--- config.mk ---
export PLATFORM = sky130hd
export DESIGN_NAME = samsung_ir_rx
export DESIGN_NICKNAME = d
export VERILOG_FILES = /design/src/rtl/ir_pkg.sv /design/src/rtl/ir_input_filter.sv /design/src/rtl/samsung_ir_rx.sv
export SDC_FILE = /design/constraint.sdc
export NUM_CORES = 1
export LEC_CHECK = 0
export BUFFER_PORTS_ARGS = -buffer_cell sky130_fd_sc_hd__buf_2
export CAP_MARGIN = 20
export CORE_MARGIN = 2
export CORE_UTILIZATION = 64
export CTS_CLUSTER_SIZE = 30
export DETAILED_ROUTE_END_ITERATION = 6
export PLACE_DENSITY = 0.95
export SLEW_MARGIN = 20
export SYNTH_ARGS = -nofsm -noshare
export SYNTH_HDL_FRONTEND = slang
export SYNTH_SLANG_ARGS = --single-unit
--- constraint.sdc ---
create_clock -name clk25 -period 7.8 [get_ports clk25]
set_clock_uncertainty 0.2 [all_clocks]
set_input_delay 1.56 -clock clk25 [delete_from_list [all_inputs] [get_ports clk25]]
set_output_delay 1.56 -clock clk25 [all_outputs]
set_load 0.02 [all_outputs]
--- src/rtl/ir_pkg.sv ---
// Shared types and constants for the Samsung IR receiver and the command logic it feeds.
// All windows are in timing ticks and inclusive.
package ir_pkg;

  typedef enum logic [2:0] {
    StIdle,
    StLeadMark,
    StLeadSpace,
    StBitMark,
    StBitSpace,
    StDone,
    StErr,
    StWaitIdle
  } ir_state_e;

  localparam logic [9:0] LEAD_MIN   = 10'd360;
  localparam logic [9:0] LEAD_MAX   = 10'd540;
  localparam logic [9:0] MARK_MIN   = 10'd30;
  localparam logic [9:0] MARK_MAX   = 10'd90;
  localparam logic [9:0] ZERO_MIN   = 10'd30;
  localparam logic [9:0] ZERO_MAX   = 10'd90;
  localparam logic [9:0] ONE_MIN    = 10'd130;
  localparam logic [9:0] ONE_MAX    = 10'd220;
  localparam logic [9:0] DUR_SAT    = 10'd1023;
  localparam logic [9:0] IDLE_TICKS = 10'd100;

  // Command words as delivered: customer in [15:0], data in [23:16], inverted data in [31:24].
  localparam logic [31:0] IR_POWER = 32'hFD020707;
  localparam logic [31:0] IR_UP    = 32'h9F600707;
  localparam logic [31:0] IR_DOWN  = 32'h9E610707;
  localparam logic [31:0] IR_LEFT  = 32'h9A650707;
  localparam logic [31:0] IR_RIGHT = 32'h9D620707;
  localparam logic [31:0] IR_ENTER = 32'h97680707;

  function automatic logic in_win(input logic [9:0] d, input logic [9:0] lo,
                                  input logic [9:0] hi);
    return (d >= lo) && (d <= hi);
  endfunction

endpackage

--- src/rtl/ir_input_filter.sv ---
// Synchronizes the raw IR line and only accepts a new level once it has been stable for
// GLITCH_CLKS consecutive samples; fell/rose pulse on each accepted change.
module ir_input_filter #(
  parameter int unsigned GLITCH_CLKS = 16
) (
  input  logic clk25,
  input  logic rst,
  input  logic raw,
  output logic level,
  output logic fell,
  output logic rose
);

  localparam int unsigned CW = $clog2(GLITCH_CLKS) + 1;

  logic          sync1;
  logic          sync2;
  logic [CW-1:0] cnt;

  always_ff @(posedge clk25 or posedge rst) begin
    if (rst) begin
      sync1 <= 1'b1;
      sync2 <= 1'b1;
      level <= 1'b1;
      cnt   <= '0;
      fell  <= 1'b0;
      rose  <= 1'b0;
    end else begin
      sync1 <= raw;
      sync2 <= sync1;
      fell  <= 1'b0;
      rose  <= 1'b0;
      if (sync2 == level) begin
        cnt <= '0;
      end else if (cnt == CW'(GLITCH_CLKS - 1)) begin
        cnt   <= '0;
        level <= sync2;
        fell  <= ~sync2;
        rose  <= sync2;
      end else begin
        cnt <= cnt + 1'b1;
      end
    end
  end

endmodule

--- src/rtl/samsung_ir_rx.sv ---
// Samsung IR frame receiver: measures filtered mark/space durations in ticks, assembles
// 32-bit words LSB first and hands validated words to the command logic via ready/ack.
module samsung_ir_rx
  import ir_pkg::*;
#(
  parameter int unsigned CLK_HZ      = 25000000,
  parameter int unsigned TICK_US     = 10,
  parameter int unsigned GLITCH_CLKS = 16,
  parameter int unsigned CHECK_DATA  = 1
) (
  input  logic        clk25,
  input  logic        rst,
  input  logic        enable,
  input  logic        ir_input,
  input  logic        ack,
  output logic        ready,
  output logic [31:0] command,
  output logic        frame_err,
  output logic        overrun
);

  localparam int unsigned PRE_TOP = CLK_HZ / 1000000 * TICK_US - 1;
  localparam int unsigned PRE_W   = (PRE_TOP > 0) ? $clog2(PRE_TOP + 1) : 1;

  logic level;
  logic fell;
  logic rose;

  ir_input_filter #(
    .GLITCH_CLKS(GLITCH_CLKS)
  ) u_filter (
    .clk25(clk25),
    .rst  (rst),
    .raw  (ir_input),
    .level(level),
    .fell (fell),
    .rose (rose)
  );

  logic [PRE_W-1:0] pre;
  logic             tick;

  assign tick = (pre == PRE_W'(PRE_TOP));

  always_ff @(posedge clk25 or posedge rst) begin
    if (rst) begin
      pre <= '0;
    end else if (tick) begin
      pre <= '0;
    end else begin
      pre <= pre + 1'b1;
    end
  end

  // dur_now includes a tick landing on the edge cycle, so a segment of N tick periods
  // measures exactly N regardless of the prescaler phase.
  logic [9:0] dur;
  logic [9:0] dur_now;

  assign dur_now = (tick && (dur != DUR_SAT)) ? dur + 10'd1 : dur;

  always_ff @(posedge clk25 or posedge rst) begin
    if (rst) begin
      dur <= '0;
    end else if (fell || rose) begin
      dur <= '0;
    end else begin
      dur <= dur_now;
    end
  end

  ir_state_e   state;
  logic [31:0] shift;
  logic [4:0]  bit_cnt;
  logic        timeout;
  logic        lead_ok;
  logic        mark_ok;
  logic        space_zero;
  logic        space_one;
  logic        chk_ok;

  assign timeout    = (dur_now == DUR_SAT);
  assign lead_ok    = in_win(dur_now, LEAD_MIN, LEAD_MAX);
  assign mark_ok    = in_win(dur_now, MARK_MIN, MARK_MAX);
  assign space_zero = in_win(dur_now, ZERO_MIN, ZERO_MAX);
  assign space_one  = in_win(dur_now, ONE_MIN, ONE_MAX);
  assign chk_ok     = (CHECK_DATA == 0) || (shift[31:24] == ~shift[23:16]);

  always_ff @(posedge clk25 or posedge rst) begin
    if (rst) begin
      state     <= StIdle;
      shift     <= '0;
      bit_cnt   <= '0;
      ready     <= 1'b0;
      command   <= '0;
      frame_err <= 1'b0;
      overrun   <= 1'b0;
    end else begin
      frame_err <= 1'b0;
      overrun   <= 1'b0;
      if (ready && ack) begin
        ready <= 1'b0;
      end
      if (!enable) begin
        state   <= StIdle;
        shift   <= '0;
        bit_cnt <= '0;
      end else begin
        unique case (state)
          StIdle: begin
            if (fell) state <= StLeadMark;
          end
          StLeadMark: begin
            if (rose) state <= lead_ok ? StLeadSpace : StErr;
            else if (fell || timeout) state <= StErr;
          end
          StLeadSpace: begin
            if (fell) begin
              state   <= lead_ok ? StBitMark : StErr;
              bit_cnt <= '0;
            end else if (rose || timeout) begin
              state <= StErr;
            end
          end
          StBitMark: begin
            if (rose) state <= mark_ok ? StBitSpace : StErr;
            else if (fell || timeout) state <= StErr;
          end
          StBitSpace: begin
            if (fell) begin
              if (space_zero || space_one) begin
                shift   <= {space_one, shift[31:1]};
                bit_cnt <= bit_cnt + 5'd1;
                state   <= (bit_cnt == 5'd31) ? StDone : StBitMark;
              end else begin
                state <= StErr;
              end
            end else if (rose || timeout) begin
              state <= StErr;
            end
          end
          StDone: begin
            // Overrun decision uses ready before any same-cycle ack takes effect.
            if (!chk_ok) begin
              frame_err <= 1'b1;
            end else if (ready) begin
              overrun <= 1'b1;
            end else begin
              command <= shift;
              ready   <= 1'b1;
            end
            state <= StWaitIdle;
          end
          StErr: begin
            frame_err <= 1'b1;
            state     <= StWaitIdle;
          end
          StWaitIdle: begin
            if (level && (dur_now >= IDLE_TICKS)) state <= StIdle;
          end
          default: state <= StIdle;
        endcase
      end
    end
  end

endmodule

==> impl_metrics.tcl <==
set metrics [dict create \
    vias 3480 \
    port_buffers 39 \
    timing.final.ws_setup_ns 4.021 \
    synth_top_area_share_pct 51.51 \
    clk_latency_ns 0.36 \
    dieArea_mm2 0.008304 \
    syn-cell-area_mm2 0.004858 \
    cts.sinks 103 \
    cp.arrival_ns 3.88 \
    status "complete, no violations" \
    cpPeakStageDelay_ns 0.61 \
    grt_max_degree 63 \
    synth_edf_count 0 \
    ys_top_cells_by_area "dfrtp_1 52%, mux2_2 7.9%, a22o_1 6.1%, xnor2_1 2.2%, nor2_1 1.9%" \
    final_cells 544 \
    hold_viol 0 \
    critPathLaunchType "flip-flop" \
    routed_wl_mm 10.04 \
    power_frac_clock_pct 35.3 \
    hp-class "reg -> reg" \
    cts_root_buffer "clkbuf_8" \
    p_int_mw 0.6591 \
    holdBufCountCts 0 \
    crit_fanout 33 \
    async_flop_share_pct 100.0 \
    postRouteAntennaNets 0 \
    clkTransAtPathRegs_ns 0.10 \
    cts_resized 0 \
    start_util_pct 66.63 \
    drt_first_pass_iters 5 \
    rsz0062_at_grt "no" \
    die_h_um 91.13 \
    cts_made_buffers 9 \
    num-fill-cells 511 \
    cts_tree "done" \
    grt.total_usage_pct 25.25 \
    antennaDiodeCount 0 \
    leakage_nw 2.523 \
    final-seq-area_mm2 0.002581 \
    required_ns 7.90 \
    switching_power_mw 0.2001 \
    drt-vias-per-instance 6.397 \
    maxCapViolCount 0 \
    end_kind "flip-flop" \
    tns_ns 0 \
    path_cells "inv_1, ha_1, nand3b_1, nor2_1, nand2_1, mux2_1, o32ai_2, a2bb2oi_4, o21a_4, a22o_1" \
    core-area_mm2 0.007292 \
    syn_nets 419 \
    cts.htree.levels 3 \
    power.share.combinational_pct 2.2 \
    yosys_warnings 0 \
    hpwlAfterDp_mm 6.675 \
    fmax_mhz 264.6 \
    route.detailed.drc 0 \
    ios 40 \
    place_inst 528 \
    synth-seq-cells 103 \
    layout_min_cycle_time_ns 3.779 \
    grt_pass1_vias 3466 \
    fp.dieW_um 91.13 \
    wl_per_cell_um 18.46 \
    num_rows 31 \
    slew_headroom_pct 48.85 \
    tightest_slew_ns 0.7672 \
    drv_slew 0 \
    drt_iter0_drc 262 \
    synth.avg_cell_area_um2 11.91 \
    layout_common_cells "100 x dfrtp_1, 39 x buf_2, 34 x mux2_2, 34 x a22o_1, 24 x nor2_1" \
    nNetsFinal 452 \
    overflow 0 \
    area_growth_pct 8.602 \
    grt_pass1_wl_mm 16.95 \
    switching_share_pct 23.29 \
    postCtsSetupBuffers 0 \
    powerDensity_mw_per_mm2 162.8 \
    drive_above_1_share_pct 25.39 \
    synthFlopType "dfrtp_1" \
    finalSetupViolCount 0 \
    gp_routability_congestion 0.9127 \
    antenna_found_initial 0 \
    multi_input_area_mm2 0.002125 \
    critical_path.slowest_cell "nor2_1" \
    ir_drop_v 0.0001393 \
    cts_buffer_depth 2 \
    synthCells 408 \
    dpl_worst_slack_ns 4.018 \
    synth_cell_types 67 \
    yosys.area.top_type "dfrtp_1" \
    pwr-share-seq_pct 62.5 \
    period_share_pct 48.45 \
    critPathKind "reg -> reg" \
    final_common_cell "dfrtp_1" \
    synth_seq_area_share_pct 53.13 \
]
==> metal layers <==
metal / global-route usage (%) / vias up / routed length (um)
li1: - / 1578 / -
met1: 33.77 / 1747 / 4282
met2: 42.35 / 124 / 5058
met3: 3.568 / 31 / 471
met4: 9.343 / 0 / 229
met5: 0 / - / 0
==> cell families (layout without fill, tap and decap cells) <==
logic type,count (synthesis),count (layout),share of synthesized area (%)
AOI/OAI and AO/OA,93,93,15.71
xor gates and xnor gates,18,18,3.245
DFF,103,103,53.13
muxes,39,39,9.065
buffers and inverters,31,68,3.322
adders and majority gates,6,6,1.545
and+or+nand+nor,118,118,13.98
==> through the flow <==
step	util, %	instance area [um^2]	hold WS [ns]	power [mW]
final	72.36	5276	0.1630	0.8592
after global routing	72.36	5276	0.1654	0.8887
after global placement	69.72	5084	0.1467	0.5658
after CTS	72.15	5261	0.1635	0.8687
after floorplan	-	4858	0.1452	0.5625
after detailed placement	69.72	5084	0.1498	0.5668
==> sequential cells by signal (all words and copies together) (netlist names) <==
register and cells:
u_filter.rose 1, u_filter.cnt 5, state 3, ready 1
bit_cnt 5, shift 32, frame_err 1, u_filter.level 1
dur 10, pre 8, u_filter.fell 1, command 32
u_filter.sync2 1, overrun 1, u_filter.sync1 1
==> cell usage after synthesis, drive strengths merged (2+ instances only) <==
master and number:
dfrtp 100, mux2 37, a22o 34, nor2 24, nand2 21, nand3 14, buf 12, xnor2 12
inv 11, a21oi 10, and3 9, clkbuf 8, o21ai 8, and2 7, and4 6, ha 6
nor3 6, nor4 6, o211ai 6, o31ai 6, or3 6, xor2 6, a41oi 4, nand4 4
a21o 3, a31oi 3, dfstp 3, nand2b 3, o32ai 3, a2bb2oi 2, a311oi 2, a31o 2
mux2i 2, nand3b 2, nor2b 2, nor3b 2, or2 2
==> final timing paths <==
| path | from | endpoint | slack, ns | depth (start not counted) |
|---|---|---|---|---|
| setup / recovery | pre[1] | shift[14] | 4.02 | 10 |
| hold / removal | u_filter.sync1 | u_filter.sync2 | 0.16 | 0 |
| setup reg to reg | pre[1] | shift[14] | 4.02 | 10 |
| hold reg to reg | u_filter.sync1 | u_filter.sync2 | 0.16 | 0 |
| max in group asynchronous | rst | frame_err | 5.22 | 3 |
| min in group asynchronous | rst | command[4] | 1.02 | 2 |
==> power by group through the flow <==
stage          Clock [mW]  Combinational [mW]  Sequential [mW]
2_1_floorplan           0              0.0152            0.547
3_3_place_gp            0              0.0184            0.547
3_5_place_dp            0              0.0192            0.548
4_1_cts             0.312              0.0193            0.537
5_1_grt             0.329              0.0221            0.537
6_report            0.304              0.0186            0.537
==> critical path: cells and delay by family, from the launching register on <==
family / cells / cell delay, ns
buf+inv: 1 / 0.07
compound gates: 4 / 1.38
mux: 1 / 0.43
flops: 1 / 0.42
simple gates: 3 / 1.03
fa+ha+maj: 1 / 0.17
==> area by class of cell <==
| cell class | instances | area share [%] |
|---|---|---|
| sequential | 103 | 48.92 |
| multi-input combinational | 274 | 40.27 |
| timing repair buffer | 42 | 4.268 |
| clock buffer | 9 | 2.348 |
| tap | 99 | 2.348 |
| clock inverter | 6 | 1.020 |
| inverter | 11 | 0.8300 |
Note: power is estimated with default switching activity, not from simulation.
